==> src/rtl/purify_pkg.sv <==
// Shared definitions for the 3x3 purify filter: sequencer states, default
// frame geometry and counter widths, and the window size used by the filter
// and line buffer.
package purify_pkg;

  typedef enum logic [1:0] {
    IDLE = 2'd0,
    FILL = 2'd1,
    RUN  = 2'd2,
    DONE = 2'd3
  } state_t;

  localparam int unsigned H_ACTIVE_DEF = 800;
  localparam int unsigned V_ACTIVE_DEF = 600;
  localparam int unsigned XW_DEF       = 12;
  localparam int unsigned YW_DEF       = 12;
  localparam int unsigned WIN_SIZE     = 3;

endpackage

==> src/rtl/purify_pix_cnt.sv <==
// Pixel coordinate counter for the purify sequencer.
//   iCLK, iRST_N : clock, asynchronous active-low reset
//   clr          : synchronous clear of x and y (held while idle)
//   inc          : advance one pixel; x wraps at H_ACTIVE-1 and bumps y
//   x, y         : current column / row of the next pixel to be accepted
//   line_wrap    : combinational strobe, the current increment ends a line
module purify_pix_cnt #(
  parameter int unsigned H_ACTIVE = 800,
  parameter int unsigned XW       = 12,
  parameter int unsigned YW       = 12
) (
  input  logic          iCLK,
  input  logic          iRST_N,
  input  logic          clr,
  input  logic          inc,
  output logic [XW-1:0] x,
  output logic [YW-1:0] y,
  output logic          line_wrap
);

  localparam logic [XW-1:0] X_LAST = XW'(H_ACTIVE - 1);

  assign line_wrap = inc & (x == X_LAST);

  always_ff @(posedge iCLK or negedge iRST_N) begin
    if (!iRST_N) begin
      x <= '0;
      y <= '0;
    end else if (clr) begin
      x <= '0;
      y <= '0;
    end else if (inc) begin
      if (x == X_LAST) begin
        x <= '0;
        y <= y + 1'b1;
      end else begin
        x <= x + 1'b1;
      end
    end
  end

endmodule

==> src/rtl/purify_ctrl.sv <==
// Frame/line sequencer for the 3x3 purify filter.
//   iCLK, iRST_N : pixel clock, asynchronous active-low reset
//   iFVAL, iDVAL : frame / pixel valid from capture
//   iEN          : filter enable, only looked at while idle
//   oCLKen       : line-buffer shift enable (combinational accept)
//   oPIX_VAL     : a pixel was accepted last cycle
//   oWIN_VAL     : that pixel completed a full 3x3 window
//   oX, oY       : window-centre coordinate of that pixel (x-1, y-1)
//   oFRAME_DONE  : one-cycle pulse, frame completed with V_ACTIVE lines
//   oERR         : one-cycle pulse, short frame or surplus pixel
module purify_ctrl
  import purify_pkg::*;
#(
  parameter int unsigned H_ACTIVE = H_ACTIVE_DEF,
  parameter int unsigned V_ACTIVE = V_ACTIVE_DEF,
  parameter int unsigned XW       = XW_DEF,
  parameter int unsigned YW       = YW_DEF
) (
  input  logic          iCLK,
  input  logic          iRST_N,
  input  logic          iFVAL,
  input  logic          iDVAL,
  input  logic          iEN,
  output logic          oCLKen,
  output logic          oPIX_VAL,
  output logic          oWIN_VAL,
  output logic [XW-1:0] oX,
  output logic [YW-1:0] oY,
  output logic          oFRAME_DONE,
  output logic          oERR
);

  localparam logic [YW-1:0] Y_END  = YW'(V_ACTIVE);
  localparam logic [YW-1:0] Y_LAST = YW'(V_ACTIVE - 1);
  localparam logic [XW-1:0] X_WIN  = XW'(WIN_SIZE - 1);
  localparam logic [YW-1:0] Y_WIN  = YW'(WIN_SIZE - 1);

  state_t        state, state_nxt;
  logic          fval_q;
  logic          armed;
  logic [XW-1:0] x;
  logic [YW-1:0] y;
  logic          line_wrap;
  logic          active, y_full, accept, extra;
  logic          fval_rise, fval_fall, frame_ok, err_nxt;

  assign active    = (state == FILL) || (state == RUN);
  assign y_full    = (y == Y_END);
  assign accept    = iDVAL & active & ~y_full;
  assign extra     = iDVAL & active & y_full;
  assign oCLKen    = accept;

  // A frame left high across reset must not look like a new start: the
  // rising edge only counts once iFVAL has been seen low since reset.
  assign fval_rise = iFVAL & ~fval_q & armed;
  assign fval_fall = ~iFVAL & fval_q;

  // A pixel accepted in the fall cycle is counted first, so the last line
  // may complete in that same cycle.
  assign frame_ok  = y_full | (line_wrap & (y == Y_LAST));

  purify_pix_cnt #(
    .H_ACTIVE (H_ACTIVE),
    .XW       (XW),
    .YW       (YW)
  ) u_pix_cnt (
    .iCLK      (iCLK),
    .iRST_N    (iRST_N),
    .clr       (state == IDLE),
    .inc       (accept),
    .x         (x),
    .y         (y),
    .line_wrap (line_wrap)
  );

  always_ff @(posedge iCLK or negedge iRST_N) begin
    if (!iRST_N) begin
      state  <= IDLE;
      fval_q <= 1'b0;
      armed  <= 1'b0;
    end else begin
      state  <= state_nxt;
      fval_q <= iFVAL;
      if (!iFVAL) armed <= 1'b1;
    end
  end

  always_comb begin
    state_nxt = state;
    err_nxt   = extra;
    unique case (state)
      IDLE: if (fval_rise && iEN) state_nxt = FILL;
      FILL, RUN: begin
        if (fval_fall) begin
          if (frame_ok) begin
            state_nxt = DONE;
          end else begin
            state_nxt = IDLE;
            err_nxt   = 1'b1;
          end
        end else if (state == FILL && line_wrap && y == YW'(1)) begin
          state_nxt = RUN;
        end
      end
      DONE: state_nxt = IDLE;
      default: state_nxt = IDLE;
    endcase
  end

  always_ff @(posedge iCLK or negedge iRST_N) begin
    if (!iRST_N) begin
      oPIX_VAL    <= 1'b0;
      oWIN_VAL    <= 1'b0;
      oX          <= '0;
      oY          <= '0;
      oFRAME_DONE <= 1'b0;
      oERR        <= 1'b0;
    end else begin
      oPIX_VAL    <= accept;
      oWIN_VAL    <= accept && (x >= X_WIN) && (y >= Y_WIN);
      oFRAME_DONE <= (state == DONE);
      oERR        <= err_nxt;
      if (accept) begin
        oX <= x - 1'b1;
        oY <= y - 1'b1;
      end
    end
  end

endmodule

==> config.mk <==
export PLATFORM = sky130hd
export DESIGN_NAME = purify_ctrl
export DESIGN_NICKNAME = d
export VERILOG_FILES = /design/src/rtl/purify_pkg.sv /design/src/rtl/purify_pix_cnt.sv /design/src/rtl/purify_ctrl.sv
export SDC_FILE = /design/constraint.sdc
export NUM_CORES = 1
export LEC_CHECK = 0
export ABC_AREA = 1
export CORE_MARGIN = 1.5
export CORE_UTILIZATION = 35
export CTS_CLUSTER_DIAMETER = 100
export DETAILED_ROUTE_END_ITERATION = 8
export PLACE_DENSITY = 0.63
export SLEW_MARGIN = 20
export SYNTH_ARGS = -nofsm -noshare
export SYNTH_HDL_FRONTEND = slang
export SYNTH_SLANG_ARGS = --single-unit
export TNS_END_PERCENT = 30
==> constraint.sdc <==
create_clock -name iCLK -period 2.93 [get_ports iCLK]
set_clock_uncertainty 0.05 [all_clocks]
set_input_delay 0.879 -clock iCLK [delete_from_list [all_inputs] [get_ports iCLK]]
set_output_delay 0.879 -clock iCLK [all_outputs]
set_load 0.005 [all_outputs]
# After elaboration in Yosys (flattened, before gate mapping)
# Cells that the tools add are included.
[word_totals] inputBits=5 register_bits=56 ramBits=0 mem_bits_ro=0 mem_count=0 out_inout_bits=29 latchBits=0
[classes] n_mux=14 mul=0 n_reduce_logical=12 shift=0 eq_ne=9 add_sub_neg=4 div_mod_pow=0 n_bitwise=12 magnitude_cmp=2
[op_table] cell="$mux 12" count=6
[op_table] cell="$eq 12x10->1 const B" count=3
[op_table] cell="$add 12x1->12 const B" count=2
[op_table] cell="$ge 12x2->1 const B" count=2
[op_table] cell="$sub 12x1->12 const B" count=2
[op_table] cell="$eq 12x1->1 const B" count=1
[op_table] cell="$and 1x1->1" count=8
[op_table] cell="$mux 2" count=4
[op_table] cell="$pmux 2 s3" count=1
[op_table] cell="$logic_and 1x1->1" count=5
[op_table] cell="$eq 2x2->1 const B" count=2
[op_table] cell="$reduce_and 2->1" count=2
[op_table] cell="$reduce_bool 2->1" count=2
[op_table] cell="$mux 1" count=3
[op_table] cell="$ne 3x3->1 const B" count=1
[op_table] cell="$not 1->1" count=3
[op_table] cell="$eq 2x1->1 const B" count=1
[op_table] cell="$logic_not 2->1" count=1
[op_table] cell="$ne 2x2->1 const B" count=1
[op_table] cell="$reduce_or 2->1" count=1
[op_table] cell="$logic_or 1x1->1" count=1
[op_table] cell="$or 1x1->1" count=1

# Logic depth before layout (Yosys ltp)
[logic_depth] ltp_word=10 ltp_mapped=13 mapped_depth_nobuf=13

# Hierarchy
# Synthesis repeated with hierarchy kept, for this count alone.
[hier_totals] cells_unflattened=455 area_unflattened_um2=3492.1
[modules_own_cells] module="purify_ctrl" cells_per_inst=254 area_each_um2=2026.9 instances=1 seq_area_each_um2=800.8
[modules_own_cells] module="purify_pix_cnt" cells_per_inst=201 area_each_um2=1465.2 instances=1 seq_area_each_um2=600.6

# Worst setup path after synthesis
# No wires, ideal clock.
[synth_path] kind="register to output" start="register u_pix_cnt.y[0]" end="output oCLKen" t_arrival_ns=1.491 required_time_ns=2.001 path_stages_with_launch=10 slack_ns=0.510 cell_sequence="dfrtp_1 -> inv_1 -> ha_1 -> nand2_1 -> nor2_1 -> nand3_4 -> nand2_4 -> buf_12 -> inv_6 -> buf_6"
[synth_via] elab_chain_len=3
[synth_rtl] element="start: declaration" line_no="purify_pix_cnt.sv:17" rtl="output logic [YW-1:0] y,"
[synth_rtl] element="start signal: assignment" line_no="purify_pix_cnt.sv:35" rtl="y <= y + 1'b1;"
[synth_rtl] element="$eq 12x10->1" line_no="purify_ctrl.sv:48" rtl="assign y_full = (y == Y_END);"
[synth_rtl] element="$not 1->1" line_no="purify_ctrl.sv:49" rtl="assign accept = iDVAL & active & ~y_full;"
[synth_rtl] element="$and 1x1->1" line_no="purify_ctrl.sv:49"
[synth_rtl] element="end: declaration" line_no="purify_ctrl.sv:24" rtl="output logic oCLKen,"
# No other way between the ends.

# Worst setup path after layout
[layout_path] start="register state[0]" end="output oCLKen"
[layout_via] elab_chain_len=4 word_cells_on_any_way=5
[layout_rtl] element="start: declaration" line_no="purify_ctrl.sv:38" rtl="state_t state, state_nxt;"
[layout_rtl] element="start signal: assignment" line_no="purify_ctrl.sv:82" rtl="state <= state_nxt;"
[layout_rtl] element="$eq 2x1->1 / $eq 2x2->1 (equally long branches)" line_no="purify_ctrl.sv:47" rtl="assign active = (state == FILL) || (state == RUN);"
[layout_rtl] element="$logic_or 1x1->1 (*)" line_no="purify_ctrl.sv:47"
[layout_rtl] element="$and 1x1->1 (*) (2 in series)" line_no="purify_ctrl.sv:49"
# Mark *: on every way between the ends. The rest lies on a longest branch, timed or not.

==> reports/metrics.yaml <==
status: "finished clean"
ys_top_cells_by_area: "dfrtp_1, nand2_1, nor2_1, o21ai_0, inv_1"
ys_seq_elements: 56
leakagePower_uw: 0.00172
tritoncts: "done"
route.detailed.wl_per_inst_um: 13.0
dr_total_vias: 2687
total_clock_sinks: 56
pwr_density_cell_nw_per_um2: 755
mostFrequentLayoutCell: "nand2_1"
synthesis.area_um2: 3150
maxCapViolations: 0
relSlewSlack_pct: 57.6
htree_levels: 2
finalWirelength_mm: 7.05
holdPathStages: 2
nNetsFinal: 449
clockBufferDepth: 2
grt-ovfl-total: 0
fmax_ghz: 0.355
first_global_vias: 2576
maximum_number_of_pins_on_one_net_before_global_route_repair: 39
final_antenna_net_count: 0
period_minus_slack_ps: 2820
timing.critical_path.arrival_ps: 1890
io-pin-count: 34
worst_r2r_path_depth: 12
numCtsBuffers: 5
synth_area_per_cell_um2: 8.03
type_of_element_launching_the_critical_path: "register"
hold_ws_ps: 427
regToRegStartpoint: "u_pix_cnt.y[1]"
ff2ff_setup_slack_ps: 650
yosys.area.top_type: "dfrtp_1"
drcViolationCount: 0
report.final.slew_viol_count: 0
min_delay_worst_endpoint: "armed"
synthesis.yosys.warnings: 0
vdd_ir_drop_max_uv: 226
initial_standard_cell_utilization_of_the_core_pct: 36.2
area_after_detailed_placement_um2: 3590
placementRows: 34
synth_sequential_area_ratio_pct: 44.4
critical_path.endpoint_type: "output pin"
root_buffer: "clkbuf_8"
synth_cells: 393
first_pass_grt_wire_length_mm: 12.4
worst_skew_pair.late_latency_ps: 310
rr_endpoint: "u_pix_cnt.x[5]"
required_time_of_the_worst_setup_path_ps: 2000
grt_antenna_before_repair: 0
synth.top_cell.area_share_pct: 44.4
postSynth.asyncResetShare_pct: 100
die_area_um2: 9590
post_synth_num_cell_types: 36
worstPathMaxFanout: 4
synth.net_count: 408
design.core.area_um2: 8720
dominantRegCellSynth: "dfrtp_1"
post_drt_via_cell_ratio: 4.95
die_height_um: 97.9
layout.cells.most_common_list: "nand2_1, dfrtp_1, nor2_1, inv_1, o21ai_0"
firstDrtPassIters: 4
gp_congestion: 0.896
die_width_um: 97.9
synth_edf_count: 0
final-setup-viol-count: 0
io_buffer_count: 33
slew_at_the_pin_closest_to_its_max_slew_limit_ps: 637
drive_above_1_share_pct: 12.9
detailedRoute.firstIterationViolations: 183
antenna_cells_inserted: 0
rsz_0062_raised_after_global_routing: "false"
n_fill_cell: 908
hp-class: "register to register"
final.period_utilization_pct: 96.2
finish.instance_area_um2: 3750
criticalPathCategory: "register to output pin"
dp.final_hpwl_mm: 5.23
area_added_between_synthesis_and_finish_pct: 18.8
gr-usage-all-layers_pct: 15.6
clock_pin_transition_on_the_worst_setup_and_hold_timing_paths_ps: 100
hold_violations: 0
min_from: "armed"
==> where the power goes <==
| part | total (uW) | switching, uW | internal [uW] |
|---|---|---|---|
| logic | 1300 | 727 | 576 |
| clock network | 454 | 262 | 192 |
| registers | 1070 | 110 | 962 |
| total | 2830 | 1100 | 1730 |
==> logic make-up after synthesis <==
group / synth area share (%)
AOI/OAI and AO/OA: 10.8
xor gates and xnor gates: 3.61
adders and majority gates: 3.97
buffers and inverters: 8.21
DFF: 44.4
and+or+nand+nor: 29.0
==> worst max-delay path: stages (launching register included) <==
cell	delay [ps]
dfrtp_1	410
inv_1	60
ha_1	340
nand2_1	80
inv_2	80
nand2_4	70
inv_6	50
clkdlybuf4s50_1	490
==> what timing repair did <==
item                                    CTS  global route
pin swaps                                 3             2
endpoints found under the setup margin    1             1
buffers inserted                          2             3
gates resized for setup                   8             3
hold buffers                              0             0
==> state kept, by name (all words and copies together), names as in the netlist <==
| signal | count |
|---|---|
| oERR | 1 |
| oFRAME_DONE | 1 |
| armed | 1 |
| oX | 12 |
| state | 2 |
| oWIN_VAL | 1 |
| u_pix_cnt.x | 12 |
| fval_q | 1 |
| oY | 12 |
| u_pix_cnt.y | 12 |
| oPIX_VAL | 1 |
==> cell usage after synthesis (all sizes together), types with 10 or more instances <==
cell   number
a21oi      16
nor2       56
o21ai      34
nand2      90
nand3      27
ha         10
dfrtp      56
nor3       15
buf        10
xor2       12
inv        43
==> cell type report <==
type	count	area [um2]	share of cell area, %
well taps	108	135	3.60
clock inverters	2	15.0	0.401
repair buffers	45	427	11.4
flip-flops and latches	56	1400	37.4
inverters	43	166	4.44
multi-input cells	283	1520	40.6
clock buffers	6	82.6	2.20
==> per-stage QoR <==
step | worst slack, ps | setup TNS, ps | power (uW) | utilization, % | instances
3_3_place_gp | -185 | -185 | 2370 | 41.1 | 530
5_1_grt | 14.0 | 0 | 3090 | 43.0 | 543
2_1_floorplan | 510 | 0 | 1920 | - | 393
4_1_cts | 13.4 | 0 | 2860 | 42.6 | 540
6_report | 112 | 0 | 2830 | 43.0 | 543
3_5_place_dp | -177 | -177 | 2400 | 41.1 | 530
==> how the worst max path moves through the flow <==
| stage | start | end | slack (ps) | cells past startpoint |
|---|---|---|---|---|
| after CTS | u_pix_cnt.y[0] | oCLKen | 10 | 8 |
| after detailed placement | iDVAL | oCLKen | -180 | 6 |
| after floorplan | u_pix_cnt.y[0] | oCLKen | 510 | 9 |
| final | state[0] | oCLKen | 110 | 7 |
| after global placement | iDVAL | oCLKen | -180 | 6 |
| after global routing | state[0] | oCLKen | 10 | 7 |
==> metal layers <==
metal	track usage, %	vias up	share of wire [%]
li1	-	1357	-
met1	22.5	1259	49
met2	23.5	62	44
met3	3.36	9	4.9
met4	4.84	0	1.2
met5	0	-	0
(Power assumes the default switching activity.)
